==> config.mk <==
export PLATFORM = sky130hd
export DESIGN_NAME = bus_sequencer
export DESIGN_NICKNAME = d
export VERILOG_FILES = /design/src/rtl/cpu_pkg.sv /design/src/rtl/reg_decoder_4to16.sv /design/src/rtl/bus_sequencer.sv
export SDC_FILE = /design/constraint.sdc
export NUM_CORES = 1
export LEC_CHECK = 0
export ABC_CLOCK_PERIOD_IN_PS = 1700
export BUFFER_PORTS_ARGS = -buffer_cell sky130_fd_sc_hd__buf_4
export CORE_AREA = 4 4 55 57
export DETAILED_ROUTE_END_ITERATION = 8
export DIE_AREA = 0 0 59 61
export PLACE_DENSITY_LB_ADDON = 0.08
export RECOVER_POWER = 50
export SLEW_MARGIN = 20
export SYNTH_ARGS = -nofsm -noshare
export SYNTH_HDL_FRONTEND = slang
export SYNTH_SLANG_ARGS = --single-unit
==> constraint.sdc <==
create_clock -name clk -period 1.7 [get_ports clk]
set_input_delay 0.085 -clock clk [delete_from_list [all_inputs] [get_ports clk]]
set_output_delay 0.085 -clock clk [all_outputs]
set_load 0.005 [all_outputs]
==> src/rtl/cpu_pkg.sv <==
// Shared definitions for the single-bus CPU: opcodes, sequencer states, IR fields.
// Opcode classification helpers keep decode rules in one place.
package cpu_pkg;

    localparam logic [4:0] OP_ADD  = 5'h03;
    localparam logic [4:0] OP_SUB  = 5'h04;
    localparam logic [4:0] OP_SHR  = 5'h05;
    localparam logic [4:0] OP_SHRA = 5'h06;
    localparam logic [4:0] OP_SHL  = 5'h07;
    localparam logic [4:0] OP_ROR  = 5'h08;
    localparam logic [4:0] OP_ROL  = 5'h09;
    localparam logic [4:0] OP_AND  = 5'h0A;
    localparam logic [4:0] OP_OR   = 5'h0B;
    localparam logic [4:0] OP_ADDI = 5'h0C;
    localparam logic [4:0] OP_ANDI = 5'h0D;
    localparam logic [4:0] OP_ORI  = 5'h0E;

    localparam int OPC_MSB = 31;
    localparam int OPC_LSB = 27;
    localparam int RA_MSB  = 26;
    localparam int RA_LSB  = 23;
    localparam int RB_MSB  = 22;
    localparam int RB_LSB  = 19;
    localparam int RC_MSB  = 18;
    localparam int RC_LSB  = 15;

    typedef enum logic [2:0] {
        S_IDLE = 3'd0,
        S_T0   = 3'd1,
        S_T1   = 3'd2,
        S_T2   = 3'd3,
        S_T3   = 3'd4,
        S_T4   = 3'd5,
        S_T5   = 3'd6
    } state_e;

    function automatic logic is_rfmt(input logic [4:0] op);
        return (op >= OP_ADD) && (op <= OP_OR);
    endfunction

    function automatic logic is_imm(input logic [4:0] op);
        return (op >= OP_ADDI) && (op <= OP_ORI);
    endfunction

    function automatic logic is_legal(input logic [4:0] op);
        return is_rfmt(op) || is_imm(op);
    endfunction

endpackage

==> src/rtl/reg_decoder_4to16.sv <==
// 4-bit register index plus enable to a 16-bit one-hot select.
module reg_decoder_4to16 (
    input  logic [3:0]  idx_i,
    input  logic        en_i,
    output logic [15:0] onehot_o
);

    for (genvar gi = 0; gi < 16; gi++) begin : g_dec
        assign onehot_o[gi] = en_i && (idx_i == 4'(gi));
    end

endmodule

==> src/rtl/bus_sequencer.sv <==
// Fetch/execute control-step sequencer for the single-bus datapath.
// Outputs are decoded from the state register and IR, so one bus source per step.
module bus_sequencer
    import cpu_pkg::*;
(
    input  logic        clk,
    input  logic        clr,
    input  logic        start,
    input  logic [31:0] ir,
    input  logic        mem_done,
    output logic [15:0] r_out,
    output logic [15:0] r_in,
    output logic        pc_out,
    output logic        mdr_out,
    output logic        zlow_out,
    output logic        c_out,
    output logic        pc_in,
    output logic        mar_in,
    output logic        mdr_in,
    output logic        ir_in,
    output logic        y_in,
    output logic        z_in,
    output logic        inc_pc,
    output logic        read,
    output logic [4:0]  alu_op,
    output logic        busy,
    output logic        done,
    output logic        illegal
);

    state_e state_q, state_d;
    logic   in_t1_q;

    logic [4:0] opcode;
    logic [3:0] ra, rb, rc;
    logic       op_legal, op_rfmt, op_imm;
    logic       unused_ir;

    assign opcode    = ir[OPC_MSB:OPC_LSB];
    assign ra        = ir[RA_MSB:RA_LSB];
    assign rb        = ir[RB_MSB:RB_LSB];
    assign rc        = ir[RC_MSB:RC_LSB];
    assign unused_ir = ^ir[RC_LSB-1:0];
    assign op_legal  = is_legal(opcode);
    assign op_rfmt   = is_rfmt(opcode);
    assign op_imm    = is_imm(opcode);

    always_ff @(posedge clk or posedge clr) begin
        if (clr) begin
            state_q <= S_IDLE;
            in_t1_q <= 1'b0;
        end else begin
            state_q <= state_d;
            // remembers a T1 wait cycle so pc_in fires only once per fetch
            in_t1_q <= (state_q == S_T1);
        end
    end

    always_comb begin
        state_d = state_q;
        case (state_q)
            S_IDLE:  if (start) state_d = S_T0;
            S_T0:    state_d = S_T1;
            S_T1:    if (mem_done) state_d = S_T2;
            S_T2:    state_d = S_T3;
            S_T3:    state_d = op_legal ? S_T4 : S_IDLE;
            S_T4:    state_d = S_T5;
            S_T5:    state_d = start ? S_T0 : S_IDLE;
            default: state_d = S_IDLE;
        endcase
    end

    logic       rout_en, rin_en;
    logic [3:0] rout_idx;

    assign rout_en  = ((state_q == S_T3) && op_legal) || ((state_q == S_T4) && op_rfmt);
    assign rout_idx = (state_q == S_T3) ? rb : rc;
    assign rin_en   = (state_q == S_T5);

    reg_decoder_4to16 u_rout_dec (
        .idx_i    (rout_idx),
        .en_i     (rout_en),
        .onehot_o (r_out)
    );

    reg_decoder_4to16 u_rin_dec (
        .idx_i    (ra),
        .en_i     (rin_en),
        .onehot_o (r_in)
    );

    always_comb begin
        pc_out   = 1'b0;
        mdr_out  = 1'b0;
        zlow_out = 1'b0;
        c_out    = 1'b0;
        pc_in    = 1'b0;
        mar_in   = 1'b0;
        mdr_in   = 1'b0;
        ir_in    = 1'b0;
        y_in     = 1'b0;
        z_in     = 1'b0;
        inc_pc   = 1'b0;
        read     = 1'b0;
        alu_op   = OP_ADD;
        done     = 1'b0;
        illegal  = 1'b0;
        busy     = (state_q != S_IDLE);
        case (state_q)
            S_T0: begin
                pc_out = 1'b1;
                mar_in = 1'b1;
                inc_pc = 1'b1;
                z_in   = 1'b1;
            end
            S_T1: begin
                zlow_out = 1'b1;
                pc_in    = !in_t1_q;
                read     = 1'b1;
                mdr_in   = 1'b1;
            end
            S_T2: begin
                mdr_out = 1'b1;
                ir_in   = 1'b1;
            end
            S_T3: begin
                y_in    = op_legal;
                illegal = !op_legal;
            end
            S_T4: begin
                c_out  = op_imm;
                alu_op = opcode;
                z_in   = 1'b1;
            end
            S_T5: begin
                zlow_out = 1'b1;
                done     = 1'b1;
            end
            default: ;
        endcase
    end

endmodule
==> reports/qor.csv, run 1 <==
stage;metric;value;unit
place;pre-CTS worst setup slack;-132;ps
setup_path;Required @ worst endpoint;1620;ps
global_route;pin count of the biggest net entering global routing;12;
setup_path;Bufs and invs on worst path;2;
sta;timing-limited maximum frequency;484;MHz
synthesis;share of synthesized registers carrying an async set or reset;100;%
place;routability congestion estimate from global placement;0.812;
run;max-cap violations;0;
cts;Reg clk slew, reported paths;40;ps
synthesis;synth unique cells;38;
min_path;min-delay src;mem_done;
floorplanning;Die Height;61;um
cts;clock buffers created by TritonCTS;3;
synthesis;area share of the leading cell type in the synthesized netlist;11.7;%
setup_path;Slowest-stage cell, CP;a2111oi_2;
drt;Routed Wire Length;3880;um
floorplanning;die extent in x;59;um
floorplanning;initial core utilization;34.4;%
sta;shortest clock period the worst path allows after layout;2070;ps
sta;Final setup violation count;32;
setup_path;type of origin of the critical path;register;
pwr;net switching power;0.627;mW
floorplanning;area of the core region;0.00248;mm^2
cts;maximum clock path buffer count;2;
finish;area taken by multi-input logic gates;920;um^2
synthesis;cell type contributing the most total cell area after synthesis;dfrtp_1;
finish;net total in the final layout;237;
synthesis;number of enable flip-flop cells after synthesis;0;
cts;H-tree level count;1;
finish;layout cells sized above 1;71.9;%
sta;number of slew-limit violations in the final report;0;
global_route;global-route wire length before repair;5400;um
pwr;Sequential Power Share;11.1;%
finish;total area of sequential cells;100;um^2
synthesis;sequential fraction of the synthesis area;11.7;%
pwr;power after layout;1.43;mW
floorplanning;count of boundary I/O pins;88;
place;number of buffer cells added on primary ports;72;
place;Final HPWL DP;2390;um
setup_path;Cell Chain, Critical Path;nor3b_2 -> buf_6 -> mux2_4 -> a2111oi_2 -> buf_4;
global_route;gr usage total;19.5;%
place;area of placed instances;0.00152;mm^2
floorplanning;Total Die Area;0.00360;mm^2
drt;routed wirelength normalized by instance count;16.9;um
drt;number of optimization iterations in the first detailed-route pass;4;
sta;unrepaired setup endpoints after global routing;true;
global_route;number of global-route vias before repair;1146;
synthesis;Post-Synthesis Net Count;142;
outcome;run status;finished, violations left;
synthesis;most common flop cell mapped by yosys;dfrtp_1;
pwr;Logic pwr share;80.8;%
finish;area growth from synthesis to final layout;126;%
synthesis;largest cells by area after synthesis;dfrtp_1 (12%), a2111oi_1 (11%), mux2i_1 (7.0%), nor2_1 (7.0%), a2111oi_2 (5.3%);
setup_path;type of element capturing the critical path;output port;
drt;vias per std cell;5.37;
sta;portion of the clock cycle consumed by the worst path in the final layout;122;%
setup_path;Worst R2R Start;state_q[1]$_DFFE_PP0P_;
finish;antenna diode instance count;0;
global_route;total congestion overflow after global routing;0;
sta;worst slew margin relative to its limit;60.9;%
pwr;Static Leakage;0.839;nW
drt;vias post-DR;1230;
setup_path;crit path kind;reg2out;
cts;CTS tree;yes;
sta;count of final hold-check violations;0;
outcome;violations in the final reports;setup timing;
pwr;power share of the clock group;8.1;%
cts;Clock Sinks;4;
setup_path;crit-path max cell delay;410;ps
drt;Antenna Nets Post-Route;0;
floorplanning;floorplan row count;18;
pwr;cell internal power dissipation;0.806;mW
pwr;areal power density over the cells;743;mW/mm^2
drt;residual DRC count;0;
global_route;antenna violations before repair;0;
finish;filler cell count;159;
cts;Skew-Pair Late Insertion Delay;230;ps
setup_path;worst endpoint data arrival time;1980;ps
sta;clock skew after layout;3.46;ps
sta;post-route setup slack;-368;ps
drt;First DRT Iteration DRCs;73;
pwr;IR Drop Worst-Case VDD;0.726;mV
synthesis;register bit count reported by yosys;4;
min_path;path type of the worst min-delay path;in2reg;
synthesis;Yosys warning count;0;
setup_path;critical path peak fanout;8;
setup_path;kind of cell adding the most delay to the critical path;compound AO/OA/AOI/OAI gates;
finish;final instance area;0.00193;mm^2
synthesis;synthesized netlist cell count;106;
cts;root buffer selected by CTS;clkbuf_4;
synthesis;average footprint of a synthesized cell;8.04;um^2
setup_path;critical path startpoint;state_q[0]$_DFFE_PP0P_;
sta;transition time at the pin with the least slew margin;575;ps
pwr;net switching fraction of the power;43.8;%
synthesis;Post-Syn Area;852;um^2
[power groups by stage]
stage               Clock [mW]  Combinational [mW]  Sequential [mW]
finish                   0.116                1.16            0.160
CTS                      0.119                1.10            0.159
global placement             0               0.925            0.160
floorplan                    0               0.507            0.170
global route             0.127                1.24            0.165
detailed placement           0               0.935            0.160
[Yosys cell counts, types with 2 or more instances]
cell type and instances:
inv_1 4, nand2_1 8, nand3b_1 2, nor2_1 16
buf_6 3, and3_1 4, a2111oi_2 3, dfrtp_1 4
mux2_4 2, a2111oi_0 4, a2111oi_1 9, or3_1 2
nor2b_1 5, nor3_1 4, mux2i_1 6, nand2b_1 2
buf_2 2, a21oi_1 2, buf_4 5
[worst min-delay path, stage by stage]
cell      delay [ps]
buf_4            100
mux2i_1          120
a221oi_1          90
[layout by cell type, fill, tap and decap left out, types with 2 or more instances in the layout]
cell type / count
nand3b_1: 2
nor2_1: 13
nor2b_1: 5
inv_1: 3
mux2i_2: 5
and3_1: 4
a2111oi_4: 10
a2111oi_2: 6
buf_6: 6
clkbuf_4: 7
clkbuf_1: 2
a21oi_1: 2
buf_12: 3
nand2_1: 8
nor2_2: 3
buf_4: 83
nand2b_1: 2
or3_1: 2
dfrtp_1: 4
mux2_4: 3
nor3_2: 3
[path summary, 6_finish.rpt]
kind                                           to  slack, ps  cells past startpoint
min                        state_q[0]$_DFFE_PP0P_        210                      3
min reg2reg                state_q[0]$_DFFE_PP0P_        610                      2
min in group asynchronous  state_q[0]$_DFFE_PP0P_        300                      3
max reg2reg                     in_t1_q$_DFF_PP0_        450                      5
max in group asynchronous  state_q[1]$_DFFE_PP0P_       1240                      3
max                                      r_out[0]       -370                      5
[per-layer routing]
layer  global-route usage (%)  up-vias  part of all wire [%]
met4                     8.09        0                   2.0
met2                     35.2       63                    51
met3                     1.91        6                   7.2
met1                     23.6      569                    39
li1                         -      592                     -
met5                        0        -                     0
[metrics by stage]
stage               hold WS [ps]  utilization, %  instances  setup TNS, ps
detailed placement         -12.8            61.5        218          -1160
finish                       213            77.9        229          -7440
global placement           -16.7            61.5        218          -1060
floorplan                   -149               -        106          -3.53
global route                 261            77.9        229         -11120
CTS                          208            72.8        229          -4640
[kinds of logic (layout without fill, tap and decap cells)]
kind of cell	Yosys count	after routing	share of synthesized area [%]
compound gates	22	22	24.7
xor+xnor	1	1	1.03
buf+inv	15	108	11.7
flops	4	4	11.7
mux	9	9	11.9
simple gates	55	55	38.9
[cell type report]
type / count / share of cell area (%)
multi-input combinational: 87 / 47.7
timing repair buffer: 100 / 42.8
clock buffer: 3 / 1.17
tap: 30 / 1.95
sequential: 4 / 5.19
inverter: 5 / 1.23
[state kept, by name, summed over array words and instances, names as in the netlist]
signal and count:
state_q 3, in_t1_q 1
[repair_timing]
| action | CTS | global route |
|---|---|---|
| buffers inserted | 6 | 1 |
| hold endpoints to repair | 4 | 0 |
| cloned | 1 | 0 |
| gates resized for setup | 32 | 22 |
| pin swaps | 6 | 9 |
| endpoints found under the setup margin | 24 | 32 |
| hold buffers | 1 | 0 |
No activity file was read; power rests on OpenSTA's default activity.
==> run 2, diff against run 1 <==
--- a/config.mk
+++ b/config.mk
@@ -7,9 +7,10 @@
 export LEC_CHECK = 0
 export ABC_CLOCK_PERIOD_IN_PS = 1700
 export BUFFER_PORTS_ARGS = -buffer_cell sky130_fd_sc_hd__buf_4
-export CORE_AREA = 4 4 55 57
+export CORE_AREA = 4 4 54 56
+export CTS_BUF_LIST = sky130_fd_sc_hd__clkbuf_4
 export DETAILED_ROUTE_END_ITERATION = 8
-export DIE_AREA = 0 0 59 61
+export DIE_AREA = 0 0 58 60
 export PLACE_DENSITY_LB_ADDON = 0.08
 export RECOVER_POWER = 50
 export SLEW_MARGIN = 20
==> constraint.sdc (replaced) <==
create_clock -name clk -period 1.7 [get_ports clk]
set_input_delay 0.34 -clock clk [delete_from_list [all_inputs] [get_ports clk]]
set_output_delay 0.34 -clock clk [all_outputs]
set_load 0.005 [all_outputs]
==> run 2 against run 1 <==
- the run still ends with setup timing left
- cell area grew 6.2%
- register-to-register slack got worse by 90 ps
- clock skew up 7.2 ps
- maximum frequency fell by 13%
- routed wire length increased by 9.9%
- count of clock-buffer cells in the layout grew 1
- clock power up 27%
- combinational power grew 16%
- setup slack got worse by 310 ps
- sequential share of layout area is 0.24 points lower
- critical path type unchanged
==> reports/qor.csv, run 2 (synthesis gave the netlist of run 1 again) <==
stage;metric;value;unit;change
pwr;areal power density over the cells;810;mW/mm^2;+9.0%
run;max-cap violations;0;;unchanged
setup_path;worst-case reg-to-reg path depth;6;;+1
drt;vias post-DR;1287;;+4.6%
global_route;number of global-route vias before repair;1168;;+1.9%
drt;residual DRC count;0;;unchanged
floorplanning;Total Die Area;0.00348;mm^2;-3.3%
setup_path;type of origin of the critical path;register;;
floorplanning;die extent in x;58;um;-1.7%
cts;Skew-Pair Late Insertion Delay;240;ps;about the same
drt;vias per std cell;5.50;;+2.4%
setup_path;capture point of the worst path;r_out[4];;
sta;hold slack;467;ps;+253 ps
sta;clock skew after layout;10.7;ps;+7.23 ps
finish;antenna diode instance count;0;;unchanged
sta;number of slew-limit violations in the final report;0;;unchanged
drt;routed wirelength normalized by instance count;18.2;um;+7.5%
floorplanning;initial core utilization;35.0;%;+0.64 points
finish;commonest cells after routing, fill and taps aside;buf_4 (83), buf_6 (13), a2111oi_4 (10);;
place;number of buffer cells added on primary ports;72;;unchanged
place;pre-CTS worst setup slack;-366;ps;-234 ps
global_route;met2 usage;34.8;%;-0.33 points
global_route;met3 Resource Use GR;3.24;%;+1.3 points
setup_path;endpoint of the most critical register-to-register path;state_q[0]$_DFFE_PP0P_;;
finish;area growth from synthesis to final layout;140;%;
setup_path;type of element capturing the critical path;output port;;
drt;First DRT Iteration DRCs;27;;-63%
finish;register containing the most flip-flops in the final layout;state_q;;
finish;net total in the final layout;241;;+1.7%
floorplanning;count of boundary I/O pins;88;;unchanged
setup_path;Required @ worst endpoint;1360;ps;-260 ps
cts;H-tree level count;1;;unchanged
sta;shortest clock period the worst path allows after layout;2380;ps;+310 ps
global_route;global-route wire length before repair;5450;um;+1.0%
finish;most common library cell in the layout ignoring fill and taps;buf_4;;
drt;Routed Wire Length;4270;um;+9.9%
floorplanning;area of the core region;0.00243;mm^2;-1.8%
cts;root buffer selected by CTS;clkbuf_4;;
setup_path;critical path peak fanout;8;;unchanged
outcome;run status;finished, violations left;;
sta;count of final hold-check violations;0;;unchanged
drt;Antenna Nets Post-Route;0;;unchanged
floorplanning;Die Height;60;um;-1.6%
pwr;IR Drop Worst-Case VDD;1.01;mV;+39%
setup_path;Worst R2R Start;state_q[2]$_DFFE_PP0P_;;
cts;Clock Sinks;4;;unchanged
sta;Setup TNS Final;-14920;ps;-7480 ps
setup_path;worst endpoint data arrival time;2040;ps;+60 ps
place;Final HPWL DP;2520;um;+5.6%
global_route;total congestion overflow after global routing;0;;unchanged
cts;clock buffers created by TritonCTS;3;;unchanged
drt;number of optimization iterations in the first detailed-route pass;4;;unchanged
floorplanning;floorplan row count;18;;unchanged
cts;CTS tree;yes;;
setup_path;critical path startpoint;state_q[0]$_DFFE_PP0P_;;
finish;registers with the highest flip-flop counts;state_q (3), in_t1_q (1);;
sta;portion of the clock cycle consumed by the worst path in the final layout;140;%;+18 points
sta;unrepaired setup endpoints after global routing;true;;
pwr;Static Leakage;0.884;nW;+5.3%
min_path;min-delay src;mem_done;;
sta;transition time at the pin with the least slew margin;532;ps;-42.5 ps
setup_path;setup slack on the worst flop-to-flop path;360;ps;-90 ps
global_route;busiest metal layer after global routing;met2;;
pwr;power after layout;1.66;mW;+16%
finish;number of flip-flops under the largest register name;3;;unchanged
global_route;met1 layer usage reported by global route;25.1;%;+1.5 points
sta;worst slew margin relative to its limit;63.8;%;+2.9 points
sta;post-route setup slack;-678;ps;-310 ps
finish;layout cells sized above 1;77.5;%;+5.6 points
global_route;pin count of the biggest net entering global routing;17;;+5
outcome;violations in the final reports;setup timing;;
cts;maximum clock path buffer count;2;;unchanged
min_path;path type of the worst min-delay path;in2reg;;
finish;final core utilization;84.2;%;+6.3 points
sta;timing-limited maximum frequency;421;MHz;-13%
global_route;gr usage total;19.5;%;+0.024 points
place;routability congestion estimate from global placement;0.829;;+2.1%
cts;Reg clk slew, reported paths;50;ps;about the same
global_route;antenna violations before repair;0;;unchanged
setup_path;crit path kind;reg2out;;
sta;Final setup violation count;41;;+28%
run 2: cell types whose count changed in the layout (fill, tap and decap cells not counted), sizes merged:
| cell | before | now |
|---|---|---|
| buf | 93 | 101 |
| clkbuf | 9 | 6 |
run 2: timing repair:
item,4_1_cts,5_1_grt
pin swaps,20,5
hold buffers,1,0
cloned,0,0
resized for setup,40,18
endpoints found under the setup margin,43,48
hold endpoints to repair,4,0
setup buffers,5,6
run 2: how the worst min path moves through the flow:
stage	end	slack [ps]	depth (start not counted)
final	state_q[0]$_DFFE_PP0P_	470	3
after global routing	state_q[0]$_DFFE_PP0P_	460	3
after CTS	state_q[0]$_DFFE_PP0P_	460	3
after detailed placement	state_q[1]$_DFFE_PP0P_	240	2
after global placement	in_t1_q$_DFF_PP0_	240	2
after floorplan	in_t1_q$_DFF_PP0_	110	1
run 2: layout make-up:
type	count	area (um^2)
fillers	139	384
repair buffers	104	886
well taps	30	37.5
clock buffers	4	30.0
flip-flops and latches	4	101
multi-input cells	87	965
inverters	5	28.8
run 2: worst max-delay path, cell delays in order (launching register included):
cell,delay [ps]
dfrtp_2,410
nor3b_2,210
buf_6,190
mux2_4,400
buf_4,170
a2111oi_4,240
buf_4,180
run 2: per-layer routing:
metal,wire [um],share of wire (%)
met5,0,0
met1,1650,39
met2,2270,53
met3,265,6.2
met4,80,1.9
run 2: where the power goes:
group	total [mW]	switching (mW)	leakage (nW)	internal (mW)
Clock	0.147	0.0431	0.0184	0.104
Combinational	1.34	0.623	0.816	0.715
Sequential	0.173	0.0323	0.0498	0.141
run 2: per-stage QoR:
stage / area [um^2] / std cells
6_report: 2050 / 234
5_1_grt: 2050 / 234
4_1_cts: 1950 / 228
3_5_place_dp: 1640 / 218
3_3_place_gp: 1640 / 218
2_1_floorplan: 955 / 106
==> run 3, diff against run 2 <==
--- a/config.mk
+++ b/config.mk
@@ -5,12 +5,13 @@
 export SDC_FILE = /design/constraint.sdc
 export NUM_CORES = 1
 export LEC_CHECK = 0
-export ABC_CLOCK_PERIOD_IN_PS = 1700
+export ABC_AREA = 1
+export ABC_CLOCK_PERIOD_IN_PS = 3000
 export BUFFER_PORTS_ARGS = -buffer_cell sky130_fd_sc_hd__buf_4
-export CORE_AREA = 4 4 54 56
+export CORE_AREA = 4 4 49 51
 export CTS_BUF_LIST = sky130_fd_sc_hd__clkbuf_4
 export DETAILED_ROUTE_END_ITERATION = 8
-export DIE_AREA = 0 0 58 60
+export DIE_AREA = 0 0 53 55
 export PLACE_DENSITY_LB_ADDON = 0.08
 export RECOVER_POWER = 50
 export SLEW_MARGIN = 20
==> constraint.sdc (replaced) <==
create_clock -name clk -period 3 [get_ports clk]
set_input_delay 0.6 -clock clk [delete_from_list [all_inputs] [get_ports clk]]
set_output_delay 0.6 -clock clk [all_outputs]
set_load 0.005 [all_outputs]
==> run 3 against run 2 <==
- sequential cell count did not move
- worst hold slack got worse by 220 ps
- routed wire length fell by 47%
- sequential share of layout area rose by 3.4 points
- die area fell by 16%
- the run now ends clean
- register-to-register slack improved by 1500 ps
- combinational power fell by 72%
==> reports/qor.csv, run 3 <==
stage;metric;value;unit;change
synthesis;register bit count reported by yosys;4;;unchanged
pwr;Static Leakage;0.737;nW;-17%
setup_path;worst endpoint data arrival time;1600;ps;-440 ps
drt;vias per std cell;4.35;;-21%
synthesis;top-count cell post-synth;nor2_1;;
drt;number of optimization iterations in the first detailed-route pass;4;;unchanged
cts;maximum clock path buffer count;2;;unchanged
place;number of buffer cells added on primary ports;72;;unchanged
finish;register containing the most flip-flops in the final layout;state_q;;
synthesis;Yosys warning count;0;;unchanged
sta;worst slew margin relative to its limit;77.7;%;+14 points
finish;most common library cell in the layout ignoring fill and taps;nor2_1;;
cts;hold-fix buffer count after cts;0;;-1
cts;number of setup buffers added after CTS;0;;-5
global_route;pin count of the biggest net entering global routing;11;;-6
synthesis;share of synthesized cell area in full adder, half adder and majority cells;0;%;unchanged
synthesis;commonest cells in the netlist;nor2_1 (49), nand2_1 (32), inv_1 (21);;
floorplanning;floorplan row count;16;;-2
place;pre-CTS worst setup slack;799;ps;+1160 ps
floorplanning;initial core utilization;33.4;%;-1.7 points
cts;H-tree level count;1;;unchanged
outcome;run status;complete, no violations;;
global_route;global-route wire length before repair;3540;um;-35%
sta;portion of the clock cycle consumed by the worst path in the final layout;73.4;%;
drt;residual DRC count;0;;unchanged
setup_path;critical path peak fanout;4;;-4
drt;vias post-DR;1001;;-22%
synthesis;share of synthesized registers carrying an async set or reset;100;%;unchanged
global_route;gr usage total;16.3;%;-3.2 points
synthesis;Synth Area in Simple Gates;59.8;%;+21 points
finish;layout cells sized above 1;40.4;%;-37 points
synthesis;largest cells by area after synthesis;nor2_1 (28%), nand2_1 (19%), dfrtp_1 (15%), inv_1 (12%), nand3_1 (4.6%);;
sta;Setup TNS Final;0;ps;+14,920 ps
floorplanning;count of boundary I/O pins;88;;unchanged
pwr;IR Drop Worst-Case VDD;0.416;mV;-59%
sta;number of slew-limit violations in the final report;0;;unchanged
pwr;power after layout;0.543;mW;-67%
drt;routed wirelength normalized by instance count;9.90;um;-46%
drt;Antenna Nets Post-Route;0;;unchanged
synthesis;Compound-Gate Fraction of Synth Area;5.98;%;-19 points
pwr;areal power density over the cells;452;mW/mm^2;-44%
sta;post-route setup slack;797;ps;+1470 ps
floorplanning;die extent in x;53;um;-8.6%
place;Final HPWL DP;2000;um;-21%
cts;clock buffers created by TritonCTS;3;;unchanged
sta;clock skew after layout;1.24;ps;-9.45 ps
global_route;number of global-route vias before repair;876;;-25%
setup_path;Required @ worst endpoint;2400;ps;+1040 ps
sta;timing-limited maximum frequency;454;MHz;
cts;post-CTS resize count;0;;-100%
synthesis;average footprint of a synthesized cell;4.87;um^2;-39%
sta;shortest clock period the worst path allows after layout;2200;ps;
drt;First DRT Iteration DRCs;19;;-30%
finish;registers with the highest flip-flop counts;state_q (3), in_t1_q (1);;
synthesis;synthesized netlist cell count;133;;+25%
global_route;antenna violations before repair;0;;unchanged
synthesis;cell type contributing the most total cell area after synthesis;nor2_1;;
synthesis;synth unique cells;19;;-50%
floorplanning;area of the core region;0.00194;mm^2;-20%
cts;Clock Sinks;4;;unchanged
global_route;total congestion overflow after global routing;0;;unchanged
sta;Final setup violation count;0;;-100%
run;max-cap violations;0;;unchanged
cts;Skew-Pair Late Insertion Delay;230;ps;about the same
finish;number of flip-flops under the largest register name;3;;unchanged
sta;transition time at the pin with the least slew margin;332;ps;-200 ps
setup_path;type of origin of the critical path;input pin;;
place;routability congestion estimate from global placement;0.794;;-4.2%
synthesis;Post-Syn Area;648;um^2;-24%
synthesis;number of enable flip-flop cells after synthesis;0;;unchanged
synthesis;portion of netlist area occupied by mux cells;0;%;-12 points
setup_path;crit path kind;in2out;;
cts;Reg clk slew, reported paths;40;ps;about the same
finish;antenna diode instance count;0;;unchanged
setup_path;type of element capturing the critical path;output port;;
floorplanning;Die Height;55;um;-8.3%
min_path;path type of the worst min-delay path;in2async;;
finish;final core utilization;61.8;%;-22 points
finish;commonest cells after routing, fill and taps aside;nor2_1 (50), buf_4 (49), nand2_1 (32);;
sta;count of final hold-check violations;0;;unchanged
synthesis;xor and xnor fraction of the mapped netlist area;0;%;-1.0 points
cts;root buffer selected by CTS;clkbuf_4;;
synthesis;combinational family with the most area after synthesis;simple AND/OR/NAND/NOR gates;;
setup_path;setup slack on the worst flop-to-flop path;1830;ps;+1470 ps
synthesis;area share of the leading cell type in the synthesized netlist;28.4;%;+17 points
finish;net total in the final layout;241;;unchanged
synthesis;sequential fraction of the synthesis area;15.4;%;+3.7 points
drt;Routed Wire Length;2280;um;-47%
cts;CTS tree;yes;;
synthesis;Post-Synthesis Net Count;169;;+19%
synthesis;most common flop cell mapped by yosys;dfrtp_1;;
floorplanning;Total Die Area;0.00292;mm^2;-16%
sta;hold slack;251;ps;-216 ps
sta;unrepaired setup endpoints after global routing;false;;
finish;area growth from synthesis to final layout;85.1;%;
[run 3: worst max-delay path, stage by stage]
cell      delay (ps)
clkbuf_1         110
a21oi_1          200
nand2_1           70
nand2_1           80
nand2_1           60
nand2_1          120
nand2_1          120
nor2_1           120
buf_4            120
[run 3: cells by family (layout without fill, tap and decap cells)]
| kind of cell | Yosys count | in the layout |
|---|---|---|
| AND/OR/NAND/NOR | 95 | 95 |
| flip-flops | 4 | 4 |
| buffers and inverters | 28 | 98 |
| AO/OA/AOI/OAI | 6 | 6 |
[run 3: cell type report]
| class | instances | area (um^2) |
|---|---|---|
| sequential | 4 | 100 |
| clock buffer | 3 | 22.5 |
| multi-input combinational | 101 | 424 |
| inverter | 23 | 86.3 |
| fill | 195 | 742 |
| tap | 27 | 33.8 |
| timing repair buffer | 72 | 533 |
[run 3: per-stage QoR]
step	instance area (um^2)	std cells
after CTS	1210	230
after floorplan	648	133
final	1200	230
after global routing	1200	230
after global placement	1190	227
after detailed placement	1190	227
[run 3: worst paths after layout]
check                                        from                endpoint  cells past startpoint
setup / recovery                           ir[29]                r_out[9]                      9
hold / removal                                clr  state_q[2]$_DFFE_PP0P_                      2
max in group asynchronous                     clr  state_q[1]$_DFFE_PP0P_                      2
setup reg to reg           state_q[0]$_DFFE_PP0P_  state_q[0]$_DFFE_PP0P_                      7
hold reg to reg            state_q[1]$_DFFE_PP0P_  state_q[1]$_DFFE_PP0P_                      2
min in group clk           state_q[1]$_DFFE_PP0P_  state_q[1]$_DFFE_PP0P_                      2
[run 3: where the power goes]
group | switching [mW] | total, mW | leakage, nW | internal [mW]
Sequential | 0.0303 | 0.110 | 0.0506 | 0.0793
Combinational | 0.202 | 0.370 | 0.672 | 0.168
Clock | 0.0190 | 0.0635 | 0.0138 | 0.0445
[run 3: per-layer routing]
| layer | share of wire [%] | vias to the layer above | global-route usage (%) |
|---|---|---|---|
| li1 | - | 528 | - |
| met1 | 38 | 430 | 16.6 |
| met2 | 53 | 43 | 31.8 |
| met3 | 9.6 | 0 | 2.95 |
| met4 | 0 | 0 | 8.09 |
| met5 | 0 | - | 0 |
